## src/rtl/tempsens_vdac_ctrl.sv

```systemverilog
// rtl/tempsens_vdac_ctrl.sv - VDAC sequencing controller: static, ramp-up, ramp-down and SAR conversions
// Optional feature macro: TEMPSENS_VDAC_CTRL_SYNC_EN (2-flop comparator synchroniser, SETTLE lengthened by 2).
module tempsens_vdac_ctrl #(
  parameter int BITWIDTH      = 6,
  parameter int SETTLE_CYCLES = 4
) (
  input  logic                clk,
  input  logic                reset,
  input  logic                i_start,
  input  logic                i_abort,
  input  logic [1:0]          i_mode,
  input  logic [BITWIDTH-1:0] i_code,
  input  logic                i_comp,
  output logic [BITWIDTH-1:0] o_dac_data,
  output logic                o_dac_enable,
  output logic                o_busy,
  output logic                o_done,
  output logic [BITWIDTH-1:0] o_result,
  output logic                o_trip
);

  localparam logic [1:0] MODE_STATIC = 2'd0;
  localparam logic [1:0] MODE_UP     = 2'd1;
  localparam logic [1:0] MODE_DOWN   = 2'd2;
  localparam logic [1:0] MODE_SAR    = 2'd3;

`ifdef TEMPSENS_VDAC_CTRL_SYNC_EN
  // Two extra settle cycles let the synchronised comparator catch up with the current code.
  localparam int SETTLE_LEN = SETTLE_CYCLES + 2;
`else
  localparam int SETTLE_LEN = SETTLE_CYCLES;
`endif

  localparam int CW = (SETTLE_LEN > 1) ? $clog2(SETTLE_LEN) : 1;
  localparam int IW = (BITWIDTH > 1) ? $clog2(BITWIDTH) : 1;

  localparam logic [CW-1:0]       CNT_LOAD = CW'(SETTLE_LEN - 1);
  localparam logic [IW-1:0]       MSB_IDX  = IW'(BITWIDTH - 1);
  localparam logic [BITWIDTH-1:0] CODE_MAX = {BITWIDTH{1'b1}};
  localparam logic [BITWIDTH-1:0] CODE_MSB = {1'b1, {(BITWIDTH-1){1'b0}}};

  typedef enum logic [1:0] {
    ST_IDLE   = 2'd0,
    ST_SETTLE = 2'd1,
    ST_SAMPLE = 2'd2,
    ST_DONE   = 2'd3
  } state_e;

  state_e              state_q, state_d;
  logic [1:0]          mode_q, mode_d;
  logic [BITWIDTH-1:0] code_q, code_d;
  logic [CW-1:0]       cnt_q, cnt_d;
  logic [IW-1:0]       bit_q, bit_d;
  logic [BITWIDTH-1:0] result_q, result_d;
  logic                trip_q, trip_d;

  logic                comp_s;
  logic [BITWIDTH-1:0] first_code;
  logic [BITWIDTH-1:0] sar_next;

`ifdef TEMPSENS_VDAC_CTRL_SYNC_EN
  logic [1:0] sync_q;

  // Two-flop synchroniser for the asynchronous comparator output.
  always_ff @(posedge clk or posedge reset) begin
    if (reset) begin
      sync_q <= 2'b00;
    end else begin
      sync_q <= {sync_q[0], i_comp};
    end
  end

  assign comp_s = sync_q[1];
`else
  assign comp_s = i_comp;
`endif

  // Initial DAC code for the requested mode, taken straight from the start-time inputs.
  always_comb begin
    first_code = '0;
    case (i_mode)
      MODE_STATIC: first_code = i_code;
      MODE_UP:     first_code = '0;
      MODE_DOWN:   first_code = CODE_MAX;
      MODE_SAR:    first_code = CODE_MSB;
      default:     first_code = '0;
    endcase
  end

  // SAR trial update: drop the bit under test when the DAC is too high, then try the next bit down.
  always_comb begin
    sar_next = code_q;
    if (comp_s) begin
      sar_next[bit_q] = 1'b0;
    end
    if (bit_q != '0) begin
      sar_next[bit_q - 1'b1] = 1'b1;
    end
  end

  // Next-state and datapath update for the conversion sequencer.
  always_comb begin
    state_d  = state_q;
    mode_d   = mode_q;
    code_d   = code_q;
    cnt_d    = cnt_q;
    bit_d    = bit_q;
    result_d = result_q;
    trip_d   = trip_q;

    case (state_q)
      ST_IDLE: begin
        if (i_start && !i_abort) begin
          mode_d  = i_mode;
          code_d  = first_code;
          bit_d   = MSB_IDX;
          cnt_d   = CNT_LOAD;
          state_d = ST_SETTLE;
        end
      end

      ST_SETTLE: begin
        if (cnt_q == '0) begin
          state_d = ST_SAMPLE;
        end else begin
          cnt_d = cnt_q - 1'b1;
        end
      end

      ST_SAMPLE: begin
        case (mode_q)
          MODE_STATIC: begin
            result_d = code_q;
            trip_d   = 1'b0;
            state_d  = ST_DONE;
          end

          MODE_UP: begin
            if (comp_s) begin
              result_d = code_q;
              trip_d   = 1'b1;
              state_d  = ST_DONE;
            end else if (code_q == CODE_MAX) begin
              result_d = CODE_MAX;
              trip_d   = 1'b0;
              state_d  = ST_DONE;
            end else begin
              code_d  = code_q + 1'b1;
              cnt_d   = CNT_LOAD;
              state_d = ST_SETTLE;
            end
          end

          MODE_DOWN: begin
            if (!comp_s) begin
              result_d = code_q;
              trip_d   = 1'b1;
              state_d  = ST_DONE;
            end else if (code_q == '0) begin
              result_d = '0;
              trip_d   = 1'b0;
              state_d  = ST_DONE;
            end else begin
              code_d  = code_q - 1'b1;
              cnt_d   = CNT_LOAD;
              state_d = ST_SETTLE;
            end
          end

          default: begin
            code_d = sar_next;
            if (bit_q != '0) begin
              bit_d   = bit_q - 1'b1;
              cnt_d   = CNT_LOAD;
              state_d = ST_SETTLE;
            end else begin
              result_d = sar_next;
              trip_d   = 1'b0;
              state_d  = ST_DONE;
            end
          end
        endcase
      end

      ST_DONE: begin
        state_d = ST_IDLE;
      end

      default: begin
        state_d = ST_IDLE;
      end
    endcase

    // Abort discards the conversion in flight but keeps the last completed result.
    if (i_abort && (state_q != ST_IDLE)) begin
      state_d  = ST_IDLE;
      code_d   = '0;
      cnt_d    = '0;
      result_d = result_q;
      trip_d   = trip_q;
    end
  end

  // State and datapath registers.
  always_ff @(posedge clk or posedge reset) begin
    if (reset) begin
      state_q  <= ST_IDLE;
      mode_q   <= MODE_STATIC;
      code_q   <= '0;
      cnt_q    <= '0;
      bit_q    <= '0;
      result_q <= '0;
      trip_q   <= 1'b0;
    end else begin
      state_q  <= state_d;
      mode_q   <= mode_d;
      code_q   <= code_d;
      cnt_q    <= cnt_d;
      bit_q    <= bit_d;
      result_q <= result_d;
      trip_q   <= trip_d;
    end
  end

  assign o_dac_data   = code_q;
  assign o_dac_enable = (state_q == ST_SETTLE) || (state_q == ST_SAMPLE);
  assign o_busy       = (state_q != ST_IDLE);
  assign o_done       = (state_q == ST_DONE);
  assign o_result     = result_q;
  assign o_trip       = trip_q;

endmodule
```

## config.mk

```make
export PLATFORM = sky130hd
export DESIGN_NAME = tempsens_vdac_ctrl
export DESIGN_NICKNAME = d
export VERILOG_FILES = /design/src/rtl/tempsens_vdac_ctrl.sv
export SDC_FILE = /design/constraint.sdc
export NUM_CORES = 1
export LEC_CHECK = 0
export BUFFER_PORTS_ARGS = -buffer_cell sky130_fd_sc_hd__buf_4
export CAP_MARGIN = 10
export CORE_AREA = 4 4 67 69
export CTS_CLUSTER_DIAMETER = 200
export DETAILED_ROUTE_END_ITERATION = 10
export DIE_AREA = 0 0 71 73
export GPL_TIMING_DRIVEN = 1
export PLACE_DENSITY = 0.75
export SLEW_MARGIN = 5
export SYNTH_ARGS = -nofsm -noshare
export SYNTH_HDL_FRONTEND = slang
export SYNTH_SLANG_ARGS = --single-unit
```

## constraint.sdc

```tcl
create_clock -name clk -period 6.1 [get_ports clk]
set_clock_uncertainty 0.1 [all_clocks]
set_input_delay 1.525 -clock clk [delete_from_list [all_inputs] [get_ports clk]]
set_output_delay 1.525 -clock clk [all_outputs]
set_load 0.01 [all_outputs]
```

==> implementation parameters, run 1 <==
Parameter                              Value

Cells and area
  Number of standard cells in the final layout excluding fillers    318
  Multi-input logic area    1370 um2
  Fill cell count    375
  Share of cells above drive strength 1    17.5%
  Number of antenna repair diodes    0
  Area Growth Syn to Fin    13.4%
  Final layout net count    295
  Non-Filler Cell Area, Final    2330 um2
  Sequential cell area    551 um2

Worst setup path
  Category of the worst setup path launch point    flip-flop
  Number of cells on the worst reg-to-reg path    7
  Required time of the critical path    4470 ps
  Critical Path End Type    output port
  Slowest library cell on the worst path    sky130_fd_sc_hd__dfrtp_1
  Setup Crit Path Kind    flip-flop to output port
  Critical-path cell list    inv_1, ha_1, inv_1, buf_4
  Slowest Stage Delay on Critical Path    450 ps
  Crit. path cell count    4
  Worst Path Arrival    1430 ps
  Biggest fanout along the worst timing path    7
  Kind of cell with the highest combined delay on the critical path    flip-flops
  Buffering stage count on the worst path with inverters included    3
  Most frequent CP cell    sky130_fd_sc_hd__inv_1

Yosys
  Number of synthesized flops with an enable pin    0
  Count of different cell masters after synthesis    54
  Portion of the post-synthesis area used by sequential elements    26.8%
  Yosys warns    0
  Mean post-synth cell area    8.28 um2
  Proportion of register bits with asynchronous set or reset after synthesis    100%
  Post-synthesis register bit count    22
  Syn nets    274
  Post-Syn Area    2050 um2
  Main flop type after synthesis    sky130_fd_sc_hd__dfrtp_1
  Post-Syn Instances    248

Drt
  DRT Wirelength    5.66 mm
  TritonRoute pass-1 iters    6
  Vias post-DR    2052
  DR DRC count    0
  Highest metal layer with signal wires    met4
  DRC marker count from the first detailed-route iteration    177
  Detailed-route wire length on metal 1    2.57 mm
  Routed via count divided by cell count    6.45
  Wire per inst    17.8 um
  Final ANT Viol Nets    0
  Met2 wire length    2.63 mm
  Amount of wire on met3 after detailed routing    371 um

GRT
  Initial antenna violation count    0
  Total routing resource utilization after global routing    22.4%
  Vias in the first global route    1958
  Final global-route overflow total    0
  Pin count of the biggest net entering global routing    23
  First-pass GRT wire length    9.24 mm

Die
  Die height    73 um
  Floorplan die width    71 um
  Initial Util    52.5%
  Floorplan die area    5180 um2
  Boundary pin count    29
  Placement Rows    23
  Core region area    3910 um2

Worst hold path
  Type of the tightest min-delay check    flip-flop to flip-flop
  Count of cells along the worst hold path    1

Power and ir drop
  Standby leakage power    0.967 nW
  Sw power    0.000664 W
  Share of power burned in the clock network    8.2%
  Power Density    568 nW/um2
  Combinational share of power    67.6%
  Switching portion of total power    50.2%
  IR drop worst, VDD    329 uV
  Share of power burned in registers    24.1%
  Internal power    0.000660 W

Outcome
  Outcome    finished clean

Placed design
  Total half-perimeter wirelength after legalization and detailed placement    4.22 mm
  Instance area at placement    2270 um2
  Number of input and output port buffers inserted    28
  DP Cell Count    314
  Worst slack at placement    2840 ps
  Last weighted congestion value of the routability-driven placer    0.929

Timing
  Post-route clock period utilization    50.1%
  Headroom to the max-slew limit    43.9%
  Setup Viol. Count Final    0
  Unrepaired setup endpoints after global routing    no
  Final number of max-transition violations    0
  Least-Margin Pin Slew    841 ps
  Fmax    0.327 GHz
  Number of endpoints with negative hold slack in the final report    0
  Post-route setup TNS    0 ps
  Post-layout minimum cycle time    3050 ps
  Worst Slack Setup Final    3050 ps
  Hold slack    415 ps

CTS
  Total clock buffers created by CTS    3
  Hold-fix buffers at CTS    0
  Number of buffers inserted to repair setup after CTS    0
  Root Buffer Master    sky130_fd_sc_hd__clkbuf_8
  Number of gates resized after CTS    0
  Latest clock arrival within the worst-skew pair    270 ps
  Clock tree from TritonCTS    yes
  Clk sink count    22
  Maximum buffer depth of the clock tree    2
  CTS H-tree depth    1
  Clock slew seen by the registers of the worst setup and hold paths    90 ps

Job
  Max-cap viol count    0
==> power by group through the flow <==
stage	clock network (W)	logic (W)	registers, W
4_1_cts	0.000111	0.000885	0.000316
3_5_place_dp	0	0.000876	0.000320
3_3_place_gp	0	0.000871	0.000316
6_report	0.000109	0.000895	0.000319
5_1_grt	0.000117	0.000976	0.000333
2_1_floorplan	0	0.000666	0.000282
==> worst paths after layout <==
kind,startpoint,endpoint,slack [ps]
worst max-delay path,state_q[0]$_DFFE_PP0P_,o_busy,3050
worst min-delay path,o_result[0]$_DFFE_PP0P_,o_result[0]$_DFFE_PP0P_,410
worst max register to register,mode_q[1]$_DFFE_PP0P_,o_dac_data[1]$_DFFE_PP0P_,3340
worst min register to register,o_result[0]$_DFFE_PP0P_,o_result[0]$_DFFE_PP0P_,410
max in group asynchronous,reset,o_result[2]$_DFFE_PP0P_,4060
min in group asynchronous,reset,state_q[1]$_DFFE_PP0P_,1320
==> layout by cell type, fill, tap and decap left out, types with 3 or more instances in the layout <==
| master | instances |
|---|---|
| sky130_fd_sc_hd__o21ai_0 | 22 |
| sky130_fd_sc_hd__o221ai_1 | 5 |
| sky130_fd_sc_hd__or2_2 | 3 |
| sky130_fd_sc_hd__nor3_1 | 5 |
| sky130_fd_sc_hd__nor2_1 | 10 |
| sky130_fd_sc_hd__xnor2_1 | 3 |
| sky130_fd_sc_hd__a31oi_1 | 6 |
| sky130_fd_sc_hd__o21a_1 | 7 |
| sky130_fd_sc_hd__mux2_2 | 8 |
| sky130_fd_sc_hd__a221oi_1 | 4 |
| sky130_fd_sc_hd__clkbuf_8 | 4 |
| sky130_fd_sc_hd__a211o_1 | 3 |
| sky130_fd_sc_hd__ha_1 | 13 |
| sky130_fd_sc_hd__nand2_1 | 13 |
| sky130_fd_sc_hd__nand2b_1 | 7 |
| sky130_fd_sc_hd__a211oi_1 | 5 |
| sky130_fd_sc_hd__dfrtp_1 | 22 |
| sky130_fd_sc_hd__mux2i_1 | 4 |
| sky130_fd_sc_hd__buf_4 | 28 |
| sky130_fd_sc_hd__a21oi_1 | 22 |
| sky130_fd_sc_hd__nor4_1 | 3 |
| sky130_fd_sc_hd__inv_1 | 21 |
| sky130_fd_sc_hd__nor2b_1 | 7 |
| sky130_fd_sc_hd__o211ai_1 | 4 |
==> metrics by stage <==
step | util, % | total power [W]
floorplan | - | 0.000948
global placement | 58.1 | 0.00119
detailed placement | 58.1 | 0.00120
CTS | 59.5 | 0.00131
global route | 59.5 | 0.00143
finish | 59.5 | 0.00132
==> layer usage <==
layer | vias to the layer above | GRT usage, %
met1 | 987 | 30.1
met3 | 8 | 2.89
li1 | 965 | -
met5 | - | 0
met4 | 0 | 6.89
met2 | 92 | 37.7
==> final cells by class <==
type / instances / share of cell area, %
Multi-Input combinational cell: 193 / 58.9
Sequential cell: 22 / 23.6
Timing Repair Buffer: 28 / 9.03
Tap cell: 50 / 2.69
Clock buffer: 4 / 2.36
Inverter: 21 / 3.39
==> cell families after synthesis <==
kind of cell / share of synthesized area (%)
mux: 6.34
xor+xnor: 1.71
buf+inv: 6.40
compound gates: 35.6
simple gates: 15.2
fa+ha+maj: 7.92
flops: 26.8
==> cell usage after synthesis, types with 7 or more instances <==
cell type | n | share of area (%)
sky130_fd_sc_hd__a21oi_1 | 22 | 5.4
sky130_fd_sc_hd__dfrtp_1 | 22 | 27
sky130_fd_sc_hd__o21ai_0 | 22 | 5.4
sky130_fd_sc_hd__inv_1 | 21 | 3.8
sky130_fd_sc_hd__ha_1 | 13 | 7.9
sky130_fd_sc_hd__nand2_1 | 13 | 2.4
sky130_fd_sc_hd__nor2_1 | 10 | 1.8
sky130_fd_sc_hd__mux2_2 | 8 | 4.4
sky130_fd_sc_hd__clkbuf_1 | 7 | 1.3
sky130_fd_sc_hd__nand2b_1 | 7 | 2.1
sky130_fd_sc_hd__nor2b_1 | 7 | 2.1
sky130_fd_sc_hd__o21a_1 | 7 | 2.6
==> registers in the layout, indices dropped and copies added (netlist names) <==
register / flops
bit_q: 3
o_trip: 1
mode_q: 2
o_dac_data: 6
cnt_q: 2
o_result: 6
state_q: 2
==> worst reg2reg max path: stages (launching register included) <==
cell,delay (ps)
sky130_fd_sc_hd__dfrtp_1,430
sky130_fd_sc_hd__inv_1,90
sky130_fd_sc_hd__ha_1,440
sky130_fd_sc_hd__inv_1,200
sky130_fd_sc_hd__o41ai_1,540
sky130_fd_sc_hd__a21oi_1,270
sky130_fd_sc_hd__o21a_1,300
sky130_fd_sc_hd__mux2_2,290
Power figures use the tool's default switching activity.
==> inputs of run 2 (changes only) <==
==> constraint.sdc (replaced) <==
create_clock -name clk -period 3.2 [get_ports clk]
set_clock_uncertainty 0.1 [all_clocks]
set_input_delay 0.8 -clock clk [delete_from_list [all_inputs] [get_ports clk]]
set_output_delay 0.8 -clock clk [all_outputs]
set_load 0.01 [all_outputs]
==> implementation parameters, run 2 (synthesized netlist as in run 1, its figures left out) <==
Parameter                              Value

Outcome
  Outcome    finished clean (unchanged)

Timing
  Number of endpoints with negative hold slack in the final report    0 (unchanged)
  Least-Margin Pin Slew    881 ps (was 841 ps)
  Post-route clock period utilization    83.4%
  Final number of max-transition violations    0 (unchanged)
  Setup Viol. Count Final    0 (unchanged)
  Hold slack    410 ps (was 415 ps)
  Fmax    0.375 GHz
  Headroom to the max-slew limit    41.2% (was 43.9%)
  Post-route setup TNS    0 ps (unchanged)
  Post-layout minimum cycle time    2670 ps
  Unrepaired setup endpoints after global routing    no (unchanged)

Worst setup path
  Critical-path cell list    inv_1, ha_1, inv_1, o41ai_1, a21oi_1, o21a_1, mux2_2 (was inv_1, ha_1, inv_1, buf_4)
  Slowest library cell on the worst path    sky130_fd_sc_hd__o41ai_1 (was sky130_fd_sc_hd__dfrtp_1)
  Critical Path End Type    flip-flop (was output port)
  Required time of the critical path    3270 ps (was 4470 ps)
  Setup Crit Path Kind    flip-flop to flip-flop (was flip-flop to output port)
  Slowest Stage Delay on Critical Path    510 ps (was 450 ps)
  Worst Path Arrival    2730 ps (was 1430 ps)
  Biggest fanout along the worst timing path    11 (was 7)
  Category of the worst setup path launch point    flip-flop (unchanged)
  Most frequent CP cell    sky130_fd_sc_hd__inv_1 (unchanged)

CTS
  Total clock buffers created by CTS    3 (unchanged)
  Latest clock arrival within the worst-skew pair    270 ps (about the same)
  CTS H-tree depth    1 (unchanged)
  Clock tree from TritonCTS    yes (unchanged)
  Number of gates resized after CTS    0 (unchanged)
  Maximum buffer depth of the clock tree    2 (unchanged)
  Clk sink count    22 (unchanged)
  Number of buffers inserted to repair setup after CTS    0 (unchanged)
  Hold-fix buffers at CTS    0 (unchanged)
  Root Buffer Master    sky130_fd_sc_hd__clkbuf_8 (unchanged)
  Clock slew seen by the registers of the worst setup and hold paths    90 ps (about the same)

GRT
  Initial antenna violation count    0 (unchanged)
  Final global-route overflow total    0 (unchanged)
  Vias in the first global route    1892 (was 1958)
  Total routing resource utilization after global routing    22.5% (was 22.4%)
  Pin count of the biggest net entering global routing    23 (unchanged)
  First-pass GRT wire length    9.29 mm (was 9.24 mm)

Drt
  Final ANT Viol Nets    0 (unchanged)
  DRC marker count from the first detailed-route iteration    199 (was 177)
  TritonRoute pass-1 iters    5 (was 6)
  DR DRC count    0 (unchanged)
  DRT Wirelength    5.63 mm (was 5.66 mm)
  Wire per inst    17.5 um (was 17.8 um)
  Vias post-DR    2033 (was 2052)
  Routed via count divided by cell count    6.33 (was 6.45)

Power and ir drop
  Total power after layout    0.00253 W (was 0.00132 W)
  Power Density    1080 nW/um2 (was 568 nW/um2)
  Standby leakage power    0.983 nW (was 0.967 nW)
  IR drop worst, VDD    754 uV (was 329 uV)

Die
  Floorplan die area    5180 um2 (unchanged)
  Placement Rows    23 (unchanged)
  Floorplan die width    71 um (unchanged)
  Boundary pin count    29 (unchanged)
  Core region area    3910 um2 (unchanged)
  Die height    73 um (unchanged)
  Initial Util    52.5% (unchanged)

Job
  Max-cap viol count    0 (unchanged)

Cells and area
  Number of antenna repair diodes    0 (unchanged)
  Sequential cell area    551 um2 (unchanged)
  Share of the core filled with cells in the final layout    60.1% (was 59.5%)
  Multi-input logic area    1370 um2 (unchanged)
  Commonest non-fill, non-tap cell in the layout    sky130_fd_sc_hd__buf_4 (unchanged)
  Area Growth Syn to Fin    14.5% (was 13.4%)
  Number of standard cells in the final layout excluding fillers    321 (was 318)
  Share of cells above drive strength 1    18.5% (was 17.5%)
  Leading cell types in the layout, fill and taps excluded    sky130_fd_sc_hd__buf_4 (31), sky130_fd_sc_hd__o21ai_0 (22), sky130_fd_sc_hd__a21oi_1 (22), sky130_fd_sc_hd__dfrtp_1 (22), sky130_fd_sc_hd__inv_1 (21) (was sky130_fd_sc_hd__buf_4 (28), sky130_fd_sc_hd__o21ai_0 (22), sky130_fd_sc_hd__a21oi_1 (22), sky130_fd_sc_hd__dfrtp_1 (22), sky130_fd_sc_hd__inv_1 (21))
  Fill cell count    369 (was 375)
  Final layout net count    298 (was 295)

Placed design
  Number of input and output port buffers inserted    28 (unchanged)
  Total half-perimeter wirelength after legalization and detailed placement    4.27 mm (was 4.22 mm)
  DP Cell Count    317 (was 314)
  Last weighted congestion value of the routability-driven placer    0.974 (was 0.929)

Worst hold path
  Type of the tightest min-delay check    flip-flop to flip-flop (unchanged)
[run 2: cell count changes in the layout (fill, tap and decap cells not counted), sizes merged]
| cell | previous run | this run |
|---|---|---|
| buf | 28 | 31 |
[run 2: layer usage]
| layer | global-route usage, % | wire (um) | up-vias |
|---|---|---|---|
| li1 | - | - | 973 |
| met1 | 30.7 | 2400 | 941 |
| met2 | 37.9 | 2640 | 108 |
| met3 | 2.34 | 482 | 11 |
| met4 | 6.47 | 110 | 0 |
| met5 | 0 | 0 | - |
[run 2: through the flow]
step                cell area (um2)  setup WS, ps
CTS                            2350           550
global placement               2300           659
global route                   2350           343
floorplan                      2050           881
detailed placement             2300           567
finish                         2350           532
[run 2: worst paths after layout]
kind,from,slack (ps),cells past startpoint,endpoint
max in group asynchronous,reset,1850,2,o_result[1]$_DFFE_PP0P_
setup / recovery,mode_q[1]$_DFFE_PP0P_,530,7,o_dac_data[1]$_DFFE_PP0P_
setup reg to reg,mode_q[1]$_DFFE_PP0P_,530,7,o_dac_data[1]$_DFFE_PP0P_
min in group asynchronous,reset,610,2,state_q[1]$_DFFE_PP0P_
hold reg to reg,o_result[0]$_DFFE_PP0P_,410,1,o_result[0]$_DFFE_PP0P_
hold / removal,o_result[0]$_DFFE_PP0P_,410,1,o_result[0]$_DFFE_PP0P_
[run 2: worst max-delay path: cells and delay by family, from the launching register on]
family	cells	cell delay [ps]
compound gates	3	1070
flops	1	440
fa+ha+maj	1	400
mux	1	290
buf+inv	2	260
[run 2: power breakdown]
group          internal (W)  switching, W
Sequential         0.000405      0.000203
Combinational      0.000756      0.000960
Clock              0.000110     0.0000981
Total               0.00127       0.00126
[run 2: area by class of cell]
class                   instances  area share (%)
clock buffers                   4            2.34
inverters                      21            3.35
multi-input cells             193            58.3
flip-flops and latches         22            23.4
well taps                      50            2.66
repair buffers                 31            9.90
